[config.mk]
export PLATFORM = sky130hd
export DESIGN_NAME = baud_ctrl
export DESIGN_NICKNAME = d
export VERILOG_FILES = /design/src/rtl/baud_ctrl_pkg.sv /design/src/rtl/baud_div_counter.sv /design/src/rtl/baud_ctrl.sv
export SDC_FILE = /design/constraint.sdc
export NUM_CORES = 1
export LEC_CHECK = 0
export ABC_AREA = 0
export BUFFER_PORTS_ARGS = -buffer_cell sky130_fd_sc_hd__buf_2
export CORE_MARGIN = 3
export CORE_UTILIZATION = 45
export CTS_BUF_LIST = sky130_fd_sc_hd__clkbuf_16
export CTS_CLUSTER_SIZE = 12
export DETAILED_ROUTE_END_ITERATION = 7
export PLACE_DENSITY = 0.65
export RECOVER_POWER = 25
export SYNTH_ARGS = -nofsm -noshare
export SYNTH_HDL_FRONTEND = slang
export SYNTH_SLANG_ARGS = --single-unit
[constraint.sdc]
create_clock -name clk -period 3.3 [get_ports clk]
set_clock_uncertainty 0.1 [all_clocks]
set_input_delay 0 -clock clk [delete_from_list [all_inputs] [get_ports clk]]
set_output_delay 0 -clock clk [all_outputs]
set_load 0.01 [all_outputs]
[src/rtl/baud_ctrl_pkg.sv]
// baud_ctrl_pkg: shared FSM encoding and timebase constants for the baud controller
package baud_ctrl_pkg;
  typedef enum logic [1:0] {IDLE, RUN, STOP} state_t;
  localparam int OSR = 16;
  localparam int RESET_DIV = 326;
  localparam int DIV_MIN = 2;
endpackage

[src/rtl/baud_div_counter.sv]
// baud_div_counter: clearable counter wrapping at limit-1 and pulsing tick on the wrap cycle
module baud_div_counter #(
  parameter int DIV_W = 16
) (
  input  logic             clk,
  input  logic             reset,
  input  logic             clear,
  input  logic [DIV_W-1:0] limit,
  output logic             tick
);
  logic [DIV_W-1:0] cnt;
  assign tick = !clear && cnt == limit - DIV_W'(1);
  always_ff @(posedge clk or posedge reset)
    if (reset) cnt <= '0;
    else cnt <= (clear || tick) ? '0 : cnt + DIV_W'(1);
endmodule

[src/rtl/baud_ctrl.sv]
// baud_ctrl: oversample/bit baud timebase with run/stop FSM and bit-aligned divisor reload
module baud_ctrl #(
  parameter int DIV_W = 16,
  parameter int RESET_DIV = baud_ctrl_pkg::RESET_DIV,
  parameter int OSR = baud_ctrl_pkg::OSR
) (
  input  logic             clk,
  input  logic             reset,
  input  logic             enable,
  input  logic [DIV_W-1:0] cfg_div,
  input  logic             cfg_valid,
  output logic             cfg_ready,
  output logic             cfg_err,
  output logic             tick_os,
  output logic             tick_bit,
  output logic             running
);
  import baud_ctrl_pkg::state_t;
  import baud_ctrl_pkg::IDLE;
  import baud_ctrl_pkg::RUN;
  import baud_ctrl_pkg::STOP;
  import baud_ctrl_pkg::DIV_MIN;
  localparam int OS_W = OSR > 1 ? $clog2(OSR) : 1;
  state_t state, state_n;
  logic [OS_W-1:0] os_cnt;
  logic [DIV_W-1:0] div_active, pend_div;
  logic pend_valid, accept, div_ok;
  assign cfg_ready = !pend_valid;
  assign accept = cfg_valid && cfg_ready;
  assign div_ok = cfg_div >= DIV_W'(DIV_MIN);
  assign running = state != IDLE;
  assign tick_bit = tick_os && os_cnt == OS_W'(OSR - 1);
  baud_div_counter #(.DIV_W(DIV_W)) u_div (
    .clk(clk),
    .reset(reset),
    .clear(!running),
    .limit(div_active),
    .tick(tick_os)
  );
  always_comb
    state_n = (state == IDLE) ? (enable ? RUN : IDLE)
            : (state == RUN)  ? (enable ? RUN : STOP)
            : (enable ? RUN : tick_bit ? IDLE : STOP);
  always_ff @(posedge clk or posedge reset)
    if (reset) state <= IDLE;
    else state <= state_n;
  // the bit boundary wraps os_cnt, so entering IDLE leaves it cleared
  always_ff @(posedge clk or posedge reset)
    if (reset) os_cnt <= '0;
    else if (!running) os_cnt <= '0;
    else if (tick_os) os_cnt <= tick_bit ? '0 : os_cnt + OS_W'(1);
  // divisor changes while running only land on a bit boundary, when the divider wraps to 0
  always_ff @(posedge clk or posedge reset)
    if (reset) begin
      div_active <= DIV_W'(RESET_DIV);
      pend_div   <= '0;
      pend_valid <= 1'b0;
      cfg_err    <= 1'b0;
    end else begin
      cfg_err <= accept && !div_ok;
      if (accept && div_ok && (!running || tick_bit)) div_active <= cfg_div;
      else if (tick_bit && pend_valid) div_active <= pend_div;
      if (accept && div_ok && running && !tick_bit) begin
        pend_valid <= 1'b1;
        pend_div   <= cfg_div;
      end else if (tick_bit) pend_valid <= 1'b0;
    end
endmodule

* Word-level counts from Yosys, hierarchy flattened *
Index checks and enable logic that the tools add are counted.

cells by class
  $add $sub $neg = 3
  magnitude comparators = 1
  equality and inequality tests = 4
  multiplexer cells = 14
  reduce and logical (&&, ||, !) cells = 19

operators with widths
  kind                                                                                   count
  16-bit two-way mux                                                                     3
  16-bit by 1-bit adder with 16-bit output (second input constant)                       1
  16-bit equality test                                                                   1
  16-bit by 2-bit greater-or-equal comparator with 1-bit output (second input constant)  1
  16-bit by 1-bit subtractor with 16-bit output (second input constant)                  1
  4-bit two-way mux                                                                      3
  2-bit two-way mux                                                                      5
  1-bit logical AND                                                                      9
  2-bit nonzero test                                                                     3
  4-bit by 1-bit adder with 4-bit output (second input constant)                         1
  4-bit equality test (second input constant)                                            1
  1-bit zero test                                                                        4
  1-bit two-way mux                                                                      3
  2-bit by 1-bit equality test with 1-bit output (second input constant)                 1
  2-bit zero test                                                                        1
  1-bit logical OR                                                                       2
  2-bit != test (second input constant)                                                  1

storage, ports and cells
  flip-flop bits (word level) = 56
  input bits = 20
  output and inout bits = 5
  word-level logic and storage cells = 48

* Depth between registers and ports, before layout *
Gate-level depths: netlist (run 1).

  depth in word-level cells = 8
  depth in mapped cells = 12
  gate-level depth less buffers = 10

* Modules after synthesis *
A second synthesis (run 1) with hierarchy kept.

unflattened totals
  cell total of the unflattened synthesis = 292
  area, all modules = 3407.0 sq um

by module, submodules not included
  module            instances  cells an instance  area an instance (sq um)  sequential area each (sq um)
  baud_ctrl         1          124                1864.3                    1006.0
  baud_div_counter  1          168                1542.7                    400.4

* Worst setup path after synthesis (run 1) *
OpenSTA, ideal clock, no wires.

  path kind = register to register
  start point = reg div_active[0]
  end point = reg div_active[0]
  library setup time = 0.125 ns
  data arrival time = 3.251 ns
  data required time = 3.075 ns
  setup slack = -0.176 ns
  cell stages (with the launch flop) = 12
  path buffers = 1
  clock period less this slack = 3.476 ns
  cell sequence = dfrtp_1 inv_1 ha_1 or4b_4 o31ai_4 nand3_1 or3b_1 nand4bb_4 nor4_4 buf_6 mux2_1 mux2_4

on the way
  longest elaborated chain between the ends = 7
  elaborated cells between the ends (all ways) = 9
  those cells by class = 1 x add/sub; 1 x eq/ne; 1 x mux; 6 x reduce/logical

RTL lines
  element                                                   line                    source
  start: declaration                                        baud_ctrl.sv:26         logic [DIV_W-1:0] div_active, pend_div;
  start signal: assignment                                  baud_ctrl.sv:55         div_active <= DIV_W'(RESET_DIV);
  start signal: assignment                                  baud_ctrl.sv:61         if (accept && div_ok && (!running || tick_bit)) div_active <= cfg_div;
  start signal: assignment                                  baud_ctrl.sv:62         else if (tick_bit && pend_valid) div_active <= pend_div;
  16-bit by 1-bit subtractor with 16-bit output (*)         baud_div_counter.sv:12  assign tick = !clear && cnt == limit - DIV_W'(1);
  16-bit equality test (*)                                  baud_div_counter.sv:12
  1-bit logical AND (*)                                     baud_div_counter.sv:12
  1-bit logical AND (*)                                     baud_ctrl.sv:32         assign tick_bit = tick_os && os_cnt == OS_W'(OSR - 1);
  1-bit logical OR                                          baud_ctrl.sv:61
  1-bit logical AND                                         baud_ctrl.sv:61
  16-bit two-way mux or 2-bit nonzero test (tied branches)  n/a

Mark *: on every way between the ends. The rest lies on a longest branch, timed or not.
A chain may end at the register's enable or synchronous reset.

* Worst setup path after layout (run 1) *
  start point = reg div_active[0]
  end point = reg div_active[3]

Same word-level chain as after synthesis.

==> results of run 1 <==
-- where the power goes --
group          internal [mW]  switching (mW)  total, mW
clock network          0.281           0.250      0.531
registers              0.922           0.245       1.17
logic                  0.644           0.444       1.09
total                   1.85           0.940       2.79
-- repair_timing --
item / CTS / global route
pin swaps: 1 / 2
endpoints found under the hold margin: 68 / 0
hold buffers: 19 / 0
gates resized for setup: 0 / 12
buffers inserted: 0 / 5
setup endpoints to repair: 6 / 32
gates cloned: 0 / 1
-- final cells by class --
cell class | instances | area [µm²] | area share
Clock inverter | 3 | 20.0 | 0.00498
Multi-Input combinational cell | 212 | 1810 | 0.451
Timing Repair Buffer | 61 | 509 | 0.127
Tap cell | 96 | 120 | 0.0299
Clock buffer | 5 | 125 | 0.0311
Sequential cell | 56 | 1410 | 0.350
Inverter | 7 | 26.3 | 0.00654
-- per-layer routing --
metal,global-route usage,vias up,wire length [µm]
met2,0.269,32,3430
met4,0.0302,0,25
met1,0.237,1139,3320
met5,0,-,0
met3,0.0283,2,187
li1,-,1141,-
-- final timing paths --
check / start / endpoint / slack, ps / depth (start not counted)
worst max-delay path: div_active[0] / div_active[3] / 20 / 11
worst min-delay path: enable / state[0] / 300 / 2
worst max register to register: div_active[0] / div_active[3] / 20 / 11
worst min register to register: pend_valid / cfg_err / 400 / 1
max in group asynchronous: reset / div_active[8] / 1580 / 4
min in group asynchronous: reset / div_active[14] / 510 / 3
-- cells by family (layout without fill, tap and decap cells) --
group / Yosys count / count (layout)
AOI/OAI and AO/OA: 21 / 21
xor gates and xnor gates: 32 / 32
adders and majority gates: 3 / 3
buffers and inverters: 14 / 76
DFF: 56 / 56
muxes: 50 / 50
and+or+nand+nor: 106 / 106
-- flip-flops by register name, indices dropped and copies added, names as in the netlist --
register,flops
cfg_err,1
div_active,16
os_cnt,4
pend_div,16
pend_valid,1
state,2
u_div.cnt,16
-- cell usage in the layout, fill, tap and decap left out, types with 12 or more instances in the layout --
| cell | instances |
|---|---|
| buf_2 | 21 |
| buf_4 | 13 |
| dfrtp_1 | 52 |
| dlygate4sd3_1 | 19 |
| mux2_2 | 12 |
| mux2_4 | 26 |
| nand3_1 | 18 |
| nor2_1 | 34 |
| xnor2_1 | 18 |
| xor2_1 | 14 |
-- metrics by stage --
stage                     total power [mW]  setup WS, ps
after floorplan                       1.90         -57.9
after global placement                2.14          45.7
after detailed placement              2.18         -24.6
after CTS                             2.73         0.711
after global routing                  2.96         -75.8
final                                 2.79          19.5
==> reports/results.ini, run 1 <==
[routing]
vias = 2314
final_antenna_net_count = 0
drt-wirelength-per-cell_um = 15.8
routed_wl_mm = 6.96
drc = 0
dr.pass1.iters = 4
avgViaCountPerCell = 5.26
drt-initial-drc-count = 69

[placement]
place_congestion = 0.880
post_dp_cell_area_mm2 = 0.00357
hpwl_mm = 4.82
placed_cells = 407
port_buffers = 24

[status]
status = finished clean

[timing]
hold_violations = 0
holdWs_ps = 300
slew_headroom = 0.150
min_period_over_period = 0.994
setup_viol = 0
worst_slew_pin_slew_ps = 1270
grt_setup_unrepaired = true
fin_crit_ps = 3280
tns_ps = 0
clock.fmax_mhz = 305
slew_violations = 0

[synthesis]
yosys.area.top_type_share = 0.401
synthTopCellsByCount = 52 x dfrtp_1, 35 x nor2_1, 19 x mux2_2, 19 x mux2_4
synth_most_common_cell = dfrtp_1
synth_cell_types = 55
synth_area_per_cell_um2 = 11.5
synth_area_leader_cell = dfrtp_1
synth_edf_count = 0
synth_compound_area_frac = 0.0598
synth-async-reset-ratio = 1.00
yosys.area_share.simple = 0.190
yosys-mux-area-fraction = 0.195
synth_xor_area_frac = 0.0864
synthFlopType = dfrtp_1
synth_area_mm2 = 0.00325
yosys_register_bits = 56
synthTopCellsByArea = dfrtp_1 40%, mux2_4 8.8%, mux2_2 6.6%
synth_top_family_by_area = multiplexers
yosysWarnings = 0
syn_nets = 305
syn_inst = 282
yosys.area_share.adder = 0.0116
synth_seq_area_share = 0.433

[critical_path]
critPathSlowestCell = or4b_4
critPathKind = reg -> reg
cp-end-kind = flop
worstSetupStartpointType = flop
path_cells = inv_2 -> ha_4 -> or4b_4 -> o31ai_4 -> nand3_1 -> or3b_1 -> nand4bb_4 -> nor4_4 -> buf_12 -> mux2_1 -> mux2_4
path_buf_inv = 2
crit_path_max_incr_delay_ps = 480
arrival_ps = 3360
cp_top_family = simple AND/OR/NAND/NOR gates
required_ps = 3380
crit_path_max_fanout = 16

[floorplan]
io_pins = 25
dieWidth_um = 90.9
dieArea_mm2 = 0.00827
coreArea_mm2 = 0.00691
die_h_um = 90.9
start_util = 0.470
core.rowCount = 30

[global_route]
track_usage = 0.167
grt_max_degree = 35
overflow = 0
grt_pass1_vias = 2269
antenna_found_initial = 0
grt_pass1_wl_mm = 11.3

[clocking]
cts_root_buf = clkbuf_16
h-tree-depth = 2
cts.path.max_buffers = 2
clock-sinks = 56
clkLatencyLatePin_ps = 290
cts_tree = built
clk_pin_slew_ps = 80
cts_made_buffers = 5

[layout]
fin_util = 0.582
final_area_mm2 = 0.00402
fillers = 594
nets = 366
area_growth_pct = 23.8
final_cells = 440
drive_gt1_frac = 0.308
antenna_cells = 0

[power]
peakVddDrop_mv = 0.479
powerDensity_mw_per_mm2 = 693
p_leak_nw = 1.76

[job]
drv_cap = 0

[hold_path]
hold_path_class = in -> reg

(Power assumes the default switching activity.)
==> run 2: changes to the inputs <==
- GPL_TIMING_DRIVEN: unset -> 0
==> run 2 against run 1 <==
Compared with the run above:
- the run now ends with negative setup slack left
- die area stayed put
- power up 0.74%
- worst hold slack got worse by 13 ps
- wire length is 2.0% higher
- maximum frequency is 2.8% lower
- combinational power about the same
- sequential power about the same
- global-route usage is 1.5 points higher
- critical path type unchanged
- critical endpoint is now div_active[14]
- largest power group unchanged
==> reports/results.ini, run 2 (same netlist as run 1, synthesis figures left out) <==
[global_route]
grt_pass1_wl_mm = 12.2  ; +8.0%
track_usage = 0.182  ; +0.0150
grt_pass1_vias = 2427  ; +7.0%
antenna_found_initial = 0  ; unchanged
overflow = 0  ; unchanged
grt_max_degree = 32  ; -8.6%

[power]
p_total_mw = 2.81  ; +0.74%
powerDensity_mw_per_mm2 = 697  ; +0.46%
peakVddDrop_mv = 0.372  ; -22%
p_leak_nw = 1.78  ; +0.92%

[timing]
setup_ws_ps = -73.7  ; -93.1 ps
slew_headroom = 0.300  ; +0.151
slew_violations = 0  ; unchanged
clock.fmax_mhz = 296  ; -2.8%
hold_violations = 0  ; unchanged
setup_viol = 32  ; +32
grt_setup_unrepaired = true
holdWs_ps = 287  ; -12.8 ps
worst_slew_pin_slew_ps = 1050  ; -226 ps
min_period_over_period = 1.02  ; +0.0282
fin_crit_ps = 3370  ; +93.1 ps

[placement]
place_congestion = 0.827  ; -6.0%
port_buffers = 24  ; unchanged
hpwl_mm = 5.05  ; +4.9%
post_dp_cell_area_mm2 = 0.00352  ; -1.5%
post-place-ws_ps = -535  ; -510 ps

[critical_path]
critPathKind = reg -> reg
crit_path_max_fanout = 6  ; -10
required_ps = 3380  ; about the same
worstSetupStartpointType = flop
crit_start = div_active[0]
reg2reg_from = div_active[0]
cp-end-kind = flop
arrival_ps = 3450  ; +90 ps

[clocking]
cts_tree = built
clkLatencyLatePin_ps = 290  ; about the same
h-tree-depth = 2  ; unchanged
clock-sinks = 56  ; unchanged
clk_pin_slew_ps = 80  ; about the same
cts.path.max_buffers = 2  ; unchanged
cts_root_buf = clkbuf_16
cts_made_buffers = 5  ; unchanged

[layout]
drive_gt1_frac = 0.348  ; +0.0396
final_cell_mix = 51 x dfrtp_1, 34 x nor2_1, 28 x mux2_4, 23 x buf_2, 19 x dlygate4sd3_1
nets = 371  ; +1.4%
fillers = 608  ; +2.4%
area_growth_pct = 24.2
fin_util = 0.584  ; +0.00163
final_area_mm2 = 0.00403  ; +0.28%
ff_latch_area_mm2 = 0.00141  ; about the same
layout_commonest_cell = dfrtp_1
top_regs = div_active (16), pend_div (16), u_div.cnt (16)
antenna_cells = 0  ; unchanged
multi_input_area_mm2 = 0.00182  ; +0.69%

[floorplan]
io_pins = 25  ; unchanged
dieWidth_um = 90.9  ; unchanged
start_util = 0.470  ; unchanged
core.rowCount = 30  ; unchanged
die_h_um = 90.9  ; unchanged
coreArea_mm2 = 0.00691  ; unchanged
dieArea_mm2 = 0.00827  ; unchanged

[routing]
drt-initial-drc-count = 73  ; +5.8%
drt-wirelength-per-cell_um = 16.0  ; +1.1%
vias = 2374  ; +2.6%
routed_wl_mm = 7.10  ; +2.0%
dr.pass1.iters = 6  ; +2
avgViaCountPerCell = 5.35  ; +1.7%
final_antenna_net_count = 0  ; unchanged
drc = 0  ; unchanged

[job]
drv_cap = 0  ; unchanged

[hold_path]
hold_path_class = in -> reg
hold_path.startpoint = enable

[status]
violations = negative setup slack
status = complete, but fails checks

-- run 2: cell types whose count changed in the layout (fill, tap and decap cells not counted), moves of 2 or more --
cell | previous run | this run
mux2_4 | 26 | 28
buf_6 | 0 | 5
buf_2 | 21 | 23
mux2_2 | 12 | 17
mux2_1 | 10 | 3
buf_12 | 4 | 1
-- run 2: worst max-delay path, cell delays in order (launching register included) --
cell and delay (ps):
dfrtp_2 430, buf_6 140, or4_4 530, or3_4 350
and2_4 160, o211ai_1 220, o21ai_2 160, nor4_4 390
buf_6 200, mux2_2 330, mux2_2 260
-- run 2: final cells by class --
type | instances | share of cell area
inverters | 7 | 0.00652
repair buffers | 60 | 0.114
flip-flops and latches | 56 | 0.349
multi-input cells | 212 | 0.453
well taps | 96 | 0.0298
clock inverters | 2 | 0.00404
plain buffers | 6 | 0.0127
clock buffers | 5 | 0.0310
-- run 2: layer usage --
layer  vias to the layer above  wire, µm  track usage
met1                      1170      3320        0.249
met3                        10       215       0.0333
met4                         0        88       0.0565
met5                         -         0            0
li1                       1145         -            -
met2                        49      3480        0.291
-- run 2: what timing repair did --
action / CTS / global route
endpoints found under the hold margin: 59 / 0
endpoints found under the setup margin: 49 / 45
pin swaps: 8 / 4
gates resized for setup: 15 / 7
hold buffers: 19 / 0
cloned: 1 / 0
buffers inserted: 9 / 6
-- run 2: metrics by stage --
step	instances	TNS, ps
after floorplan	282	-413
after global placement	402	-12360
after detailed placement	403	-15080
after CTS	439	-2040
after global routing	444	-3960
final	444	-1910
-- run 2: power breakdown --
part | switching [mW] | internal, mW | leakage, nW
Clock | 0.245 | 0.280 | 0.0663
Combinational | 0.456 | 0.668 | 1.01
Sequential | 0.235 | 0.923 | 0.699
-- run 2: path summary, 6_finish.rpt --
kind / endpoint / slack [ps] / cells past startpoint
setup / recovery: div_active[14] / -70 / 10
hold / removal: state[0] / 290 / 2
setup reg to reg: div_active[14] / -70 / 10
hold reg to reg: pend_div[12] / 400 / 1
max in group asynchronous: div_active[6] / 1920 / 4
min in group asynchronous: u_div.cnt[14] / 410 / 3
